`src/rtl/dbpsk_barker_tx.sv`:
```
// DBPSK transmitter: differentially encodes one bit per symbol and spreads it with the
// 11-chip Barker code into 32 strobe-paced signed samples.
module dbpsk_barker_tx #(
  parameter logic signed [15:0] AMP   = 16'sd8192,
  parameter int                 SPS   = 32,
  parameter int                 CHIPS = 11
) (
  input  logic        clk,
  input  logic        reset,
  input  logic        strobe_in,
  input  logic        bit_in,
  input  logic        bit_valid,
  output logic        bit_ready,
  output logic [15:0] data_out,
  output logic        data_valid,
  output logic        busy,
  output logic        underrun
);

  typedef enum logic [0:0] {IDLE = 1'b0, RUN = 1'b1} state_t;

  // Bit k set means chip k is +1; chip 0 is the LSB.
  localparam logic [10:0]        BARKER  = 11'b000_1110_1101;
  localparam logic [5:0]         STEP    = 6'(CHIPS);
  localparam logic [5:0]         WRAP    = 6'(SPS);
  localparam logic [4:0]         LAST_N  = 5'(SPS - 1);
  localparam logic signed [15:0] NEG_AMP = -AMP;

  function automatic logic [15:0] chip_sample(input logic positive);
    logic [15:0] v;
    if (positive) v = AMP;
    else          v = NEG_AMP;
    return v;
  endfunction

  state_t      state_r;
  logic        hold_full_r, hold_bit_r, phase_r;
  logic [4:0]  n_r, acc_r;
  logic [3:0]  k_r;
  logic [15:0] data_out_r;
  logic        data_valid_r, busy_r, underrun_r;

  logic        load_s, start_s, phase_s;
  logic [5:0]  base_acc_s, acc_sum_s;
  logic [3:0]  base_k_s, k_nxt_s;
  logic [4:0]  n_nxt_s, acc_nxt_s;
  logic [15:0] sample_s;

  assign bit_ready  = ~hold_full_r;
  assign data_out   = data_out_r;
  assign data_valid = data_valid_r;
  assign busy       = busy_r;
  assign underrun   = underrun_r;

  // Symbol start detection, phase update and next chip-accumulator values.
  always_comb begin
    load_s     = bit_valid & ~hold_full_r;
    start_s    = 1'b0;
    phase_s    = phase_r;
    base_acc_s = 6'd0;
    base_k_s   = 4'd0;
    n_nxt_s    = 5'd0;
    acc_nxt_s  = 5'd0;
    k_nxt_s    = 4'd0;
    // In RUN, n==0 only occurs after a boundary that saw a held bit.
    if (strobe_in && hold_full_r && ((state_r == IDLE) || (n_r == 5'd0))) start_s = 1'b1;
    else                                                                  start_s = 1'b0;
    if (start_s) begin
      phase_s    = phase_r ^ hold_bit_r;
      base_acc_s = 6'd0;
      base_k_s   = 4'd0;
      n_nxt_s    = 5'd1;
    end else begin
      phase_s    = phase_r;
      base_acc_s = {1'b0, acc_r};
      base_k_s   = k_r;
      n_nxt_s    = n_r + 5'd1;
    end
    acc_sum_s = base_acc_s + STEP;
    if (acc_sum_s >= WRAP) begin
      acc_nxt_s = 5'(acc_sum_s - WRAP);
      k_nxt_s   = base_k_s + 4'd1;
    end else begin
      acc_nxt_s = acc_sum_s[4:0];
      k_nxt_s   = base_k_s;
    end
    sample_s = chip_sample(BARKER[base_k_s] ^ phase_s);
  end

  // Single-entry hold register; a consume frees the slot before a same-edge load.
  always_ff @(posedge clk or negedge reset) begin
    if (!reset) begin
      hold_full_r <= 1'b0;
      hold_bit_r  <= 1'b0;
    end else if (load_s) begin
      hold_full_r <= 1'b1;
      hold_bit_r  <= bit_in;
    end else if (start_s) begin
      hold_full_r <= 1'b0;
    end else begin
      hold_full_r <= hold_full_r;
    end
  end

  // Symbol sequencer with registered sample outputs.
  always_ff @(posedge clk or negedge reset) begin
    if (!reset) begin
      state_r      <= IDLE;
      phase_r      <= 1'b0;
      n_r          <= 5'd0;
      acc_r        <= 5'd0;
      k_r          <= 4'd0;
      data_out_r   <= 16'd0;
      data_valid_r <= 1'b0;
      busy_r       <= 1'b0;
      underrun_r   <= 1'b0;
    end else begin
      data_valid_r <= 1'b0;
      underrun_r   <= 1'b0;
      if (strobe_in) begin
        case (state_r)
          IDLE: begin
            if (start_s) begin
              state_r      <= RUN;
              busy_r       <= 1'b1;
              phase_r      <= phase_s;
              data_out_r   <= sample_s;
              data_valid_r <= 1'b1;
              n_r          <= n_nxt_s;
              acc_r        <= acc_nxt_s;
              k_r          <= k_nxt_s;
            end else begin
              data_out_r <= 16'd0;
            end
          end
          RUN: begin
            phase_r      <= phase_s;
            data_out_r   <= sample_s;
            data_valid_r <= 1'b1;
            if (n_r == LAST_N) begin
              // Clear here so k never advances to 11 past the last sample.
              n_r   <= 5'd0;
              acc_r <= 5'd0;
              k_r   <= 4'd0;
              if (!hold_full_r) begin
                underrun_r <= 1'b1;
                state_r    <= IDLE;
                busy_r     <= 1'b0;
              end else begin
                state_r <= RUN;
              end
            end else begin
              n_r   <= n_nxt_s;
              acc_r <= acc_nxt_s;
              k_r   <= k_nxt_s;
            end
          end
          default: begin
            state_r    <= IDLE;
            busy_r     <= 1'b0;
            data_out_r <= 16'd0;
          end
        endcase
      end else begin
        state_r <= state_r;
      end
    end
  end

endmodule
```
`config.mk`:
```
export PLATFORM = sky130hd
export DESIGN_NAME = dbpsk_barker_tx
export DESIGN_NICKNAME = d
export VERILOG_FILES = /design/src/rtl/dbpsk_barker_tx.sv
export SDC_FILE = /design/constraint.sdc
export NUM_CORES = 1
export LEC_CHECK = 0
export BUFFER_PORTS_ARGS = -buffer_cell sky130_fd_sc_hd__buf_2
export CAP_MARGIN = 20
export CELL_PAD_IN_SITES_DETAIL_PLACEMENT = 1
export CELL_PAD_IN_SITES_GLOBAL_PLACEMENT = 2
export CORE_UTILIZATION = 31
export CTS_BUF_LIST = sky130_fd_sc_hd__clkbuf_8
export CTS_CLUSTER_SIZE = 10
export DETAILED_ROUTE_END_ITERATION = 16
export PLACE_DENSITY_LB_ADDON = 0.1
export REMOVE_ABC_BUFFERS = 1
export SYNTH_ARGS = -nofsm -noshare
export SYNTH_HDL_FRONTEND = slang
export SYNTH_SLANG_ARGS = --single-unit
```
`constraint.sdc`:
```
create_clock -name clk -period 2.2 [get_ports clk]
set_clock_uncertainty 0.1 [all_clocks]
set_input_delay 0.44 -clock clk [delete_from_list [all_inputs] [get_ports clk]]
set_output_delay 0.44 -clock clk [all_outputs]
set_load 0.05 [all_outputs]
```
==> reports/qor.yml <==
critical_path:
  startpoint_type: "register"
  path_max_fanout: 4
  crit_type: "reg -> reg"
  critPathBufInv: 3
  r2r_setup_slack_ns: -0.02
  crit_family: "simple AND/OR/NAND/NOR gates"
  path_cells: "inv_2 -> ha_4 -> or4b_4 -> a21o_4 -> buf_6 -> buf_6 -> a31o_1 -> mux2_4"
  required_ns: 2.26
  rr_endpoint: "k_r[0]$_DFFE_PN0P_"
  slowest_stage: "or4b_4"
  arrival_ns: 2.28
  worst-r2r-cell-count: 8
  cpMostUsedCell: "buf_6"
  rr_startpoint: "n_r[0]$_DFFE_PN0P_"
  worstSetupEndpointType: "register"
  cpPeakStageDelay_ns: 0.46
die:
  die_width_um: 67.69
  design.portCount: 25
  core_region_area_sq_um: 4058
  start_util_pct: 32.96
  die_h_um: 67.69
  num_rows: 23
  die_area_sq_um: 4581
synth:
  ys_seq_elements: 23
  syn_area_sq_um: 1338
  avgSynthCellArea_sq_um: 9.419
  yosysSeqAreaShare_pct: 43.03
  yosys.area.top_type_share_pct: 43.03
  synth_top_area_cell: "dfrtp_1"
  yosys-top-cells-area: "dfrtp_1 43%, buf_4 8.4%, ha_1 4.7%"
  synth_cell_types: 41
  yosysWarnings: 0
  synth_cells: 142
detailed_routing:
  wl_mm: 3.224
  drtAntennaViolNets: 0
  drt_iter0_drc: 35
  via_count: 1124
  drc_errors: 0
  detail_route.wl_per_cell_um: 14.52
  vias_per_cell: 5.063
  firstDrtPassIters: 4
pwr:
  combPwrFrac_pct: 48.9
  p_leak_uw: 0.0007904
  switchingPower_uw: 821.2
  clkPwrFrac_pct: 13.8
  ir_worst_vdd_v: 0.0003673
  switching_share_pct: 41.43
  pwr-share-seq_pct: 37.3
  p_per_area_nw_per_um2: 1183
  p_int_uw: 1161
final_layout:
  final_nets: 183
  diodes: 0
  final_util_pct: 41.29
  area_growth_pct: 25.26
  stdcell_count: 222
  layout-drive-gt1-share_pct: 34.88
  nFillCells: 478
  postLayoutCellArea_sq_um: 1675
outcome:
  failed_checks: "setup timing"
  status: "finished with violations"
clock_network:
  cts_max_level: 1
  cts_tree: "yes"
  clkLatencyLatePin_ns: 0.26
  clk_pin_slew_worst_paths_ns: 0.09
  cts_made_buffers: 3
  clock_sinks: 23
  cts_root_buf: "clkbuf_8"
  clock_path_buffers: 2
grt:
  grt_pass1_wl_mm: 5.457
  global_route.usage.total_pct: 16.11
  grt_pass1_vias: 1114
  grt_max_degree: 24
  gr-total-overflow: 0
  antenna_found_initial: 0
place:
  io_buffers: 11
  dpl.hpwl_mm: 2.256
  post-place-ws_ns: -0.1456
  dp_cells: 211
  dpl-instance-area_sq_um: 1481
  gp_congestion: 0.7655
timing:
  fin_setup_tns_ns: -0.03058
  finalSetupViolations: 2
  fin_crit_ns: 2.224
  relSlewSlack_pct: 64.68
  maxSlewViolCount: 0
  worst_slew_pin_slew_ns: 0.5299
  finalHoldViolCount: 0
  post-route-period-util_pct: 101.1
  rsz0062_at_grt: "yes"
  fmax_mhz: 449.7
  setup_slack_ns: -0.02373
hold_path:
  min-delay-path-class: "in -> async"
job:
  cap_violations: 0
how the worst max path moves through the flow:
stage	startpoint	endpoint	slack, ns	cells past startpoint
4_1_cts	n_r[1]$_DFFE_PN0P_	acc_r[4]$_DFFE_PN0P_	-0.02	10
3_3_place_gp	n_r[0]$_DFFE_PN0P_	acc_r[4]$_DFFE_PN0P_	-0.04	10
6_report	n_r[0]$_DFFE_PN0P_	k_r[0]$_DFFE_PN0P_	-0.02	8
5_1_grt	n_r[0]$_DFFE_PN0P_	k_r[2]$_DFFE_PN0P_	-0.12	9
2_1_floorplan	hold_full_r$_DFFE_PN0P_	data_out[14]$_DFFE_PN0P_	-0.60	5
3_5_place_dp	n_r[0]$_DFFE_PN0P_	acc_r[4]$_DFFE_PN0P_	-0.15	10
metrics by stage:
stage / power [uW] / hold slack [ns]
after floorplan: 1285 / 0.04441
after global placement: 1556 / 0.3603
after detailed placement: 1585 / 0.3607
after CTS: 1938 / 0.06401
after global routing: 2149 / 0.08843
final: 1982 / 0.04263
registers in the layout, summed over array words and instances, names as in the netlist:
register     flops
underrun         1
hold_full_r      1
hold_bit_r       1
data_out         2
busy             1
phase_r          1
k_r              4
state_r          1
data_valid       1
acc_r            5
n_r              5
cell usage in the layout, fill, tap and decap left out, drive strengths merged, types with 2 or more instances in the layout:
| master | instances |
|---|---|
| a31oi | 2 |
| nand3 | 2 |
| a31o | 2 |
| conb | 13 |
| o31ai | 2 |
| nand2 | 15 |
| xnor2 | 2 |
| o211ai | 3 |
| nor4 | 2 |
| clkbuf | 3 |
| or4 | 3 |
| inv | 10 |
| ha | 5 |
| and3 | 3 |
| a21oi | 9 |
| nand4 | 2 |
| dfrtp | 23 |
| a21o | 2 |
| buf | 34 |
| mux2i | 4 |
| and2 | 3 |
| nor2 | 6 |
| o21ai | 9 |
Yosys cell counts, drive strengths merged:
cell type  number
a2bb2oi         1
dfrtp          23
xor2            1
conb            1
or4b            1
nor3            1
a31o            2
and3            3
buf            16
mux2            1
nand2          15
o211ai          3
a21o            2
a221oi          1
nand4           2
a31oi           2
nand2b          1
nor2            6
inv            10
a21oi           9
ha              5
a2111oi         1
o21ai           9
xnor2           2
o31a            1
or4             3
nor4            2
o31ai           2
o22ai           1
nand3           2
o21a            1
and2            3
mux2i           4
a22o            1
clkbuf          4
repair_timing:
item | CTS | global route
setup endpoints to repair | 4 | 11
setup buffers | 4 | 3
resized for setup | 13 | 13
pin swaps | 5 | 8
hold buffers | 0 | 0
worst reg2reg max path: cells and delay by family, from the launching register on:
kind,cells,cell delay [ns]
AND/OR/NAND/NOR,1,0.46
flip-flops,1,0.41
multiplexers,1,0.25
adder cells (fa/ha/maj),1,0.12
AO/OA/AOI/OAI,2,0.44
buffers and inverters,3,0.32
area by class of cell:
cell class,instances,area [sq um],area share [%]
multi-input combinational,101,714.4,42.64
timing repair buffer,34,239.0,14.26
inverter,10,37.54,2.240
clock inverter,1,5.005,0.2987
sequential,23,575.6,34.35
tap,50,62.56,3.734
clock buffer,3,41.29,2.465
logic make-up (layout without fill, tap and decap cells):
logic type	count (synthesis)	count (layout)	share of synthesized area, %
AO/OA/AOI/OAI	36	36	17.68
XOR/XNOR	3	3	1.965
adder cells (fa/ha/maj)	5	5	4.677
buffers and inverters	30	48	13.19
flip-flops	23	23	43.03
multiplexers	5	5	4.116
other	1	13	0.2804
AND/OR/NAND/NOR	39	39	15.06
power by group through the flow:
stage	clock network, uW	registers [uW]	logic [uW]
after floorplan	0	799	486
after global placement	0	727	828
after detailed placement	0	732	854
after CTS	287	732	919
after global routing	303	766	1080
final	274	740	969
routing by layer:
layer  GRT usage, %  part of all wire (%)
met1          20.84                    47
met2          27.72                    48
met3          2.027                   3.4
met4          4.521                  0.87
met5              0                     0
No activity file was read; power rests on OpenSTA's default activity.
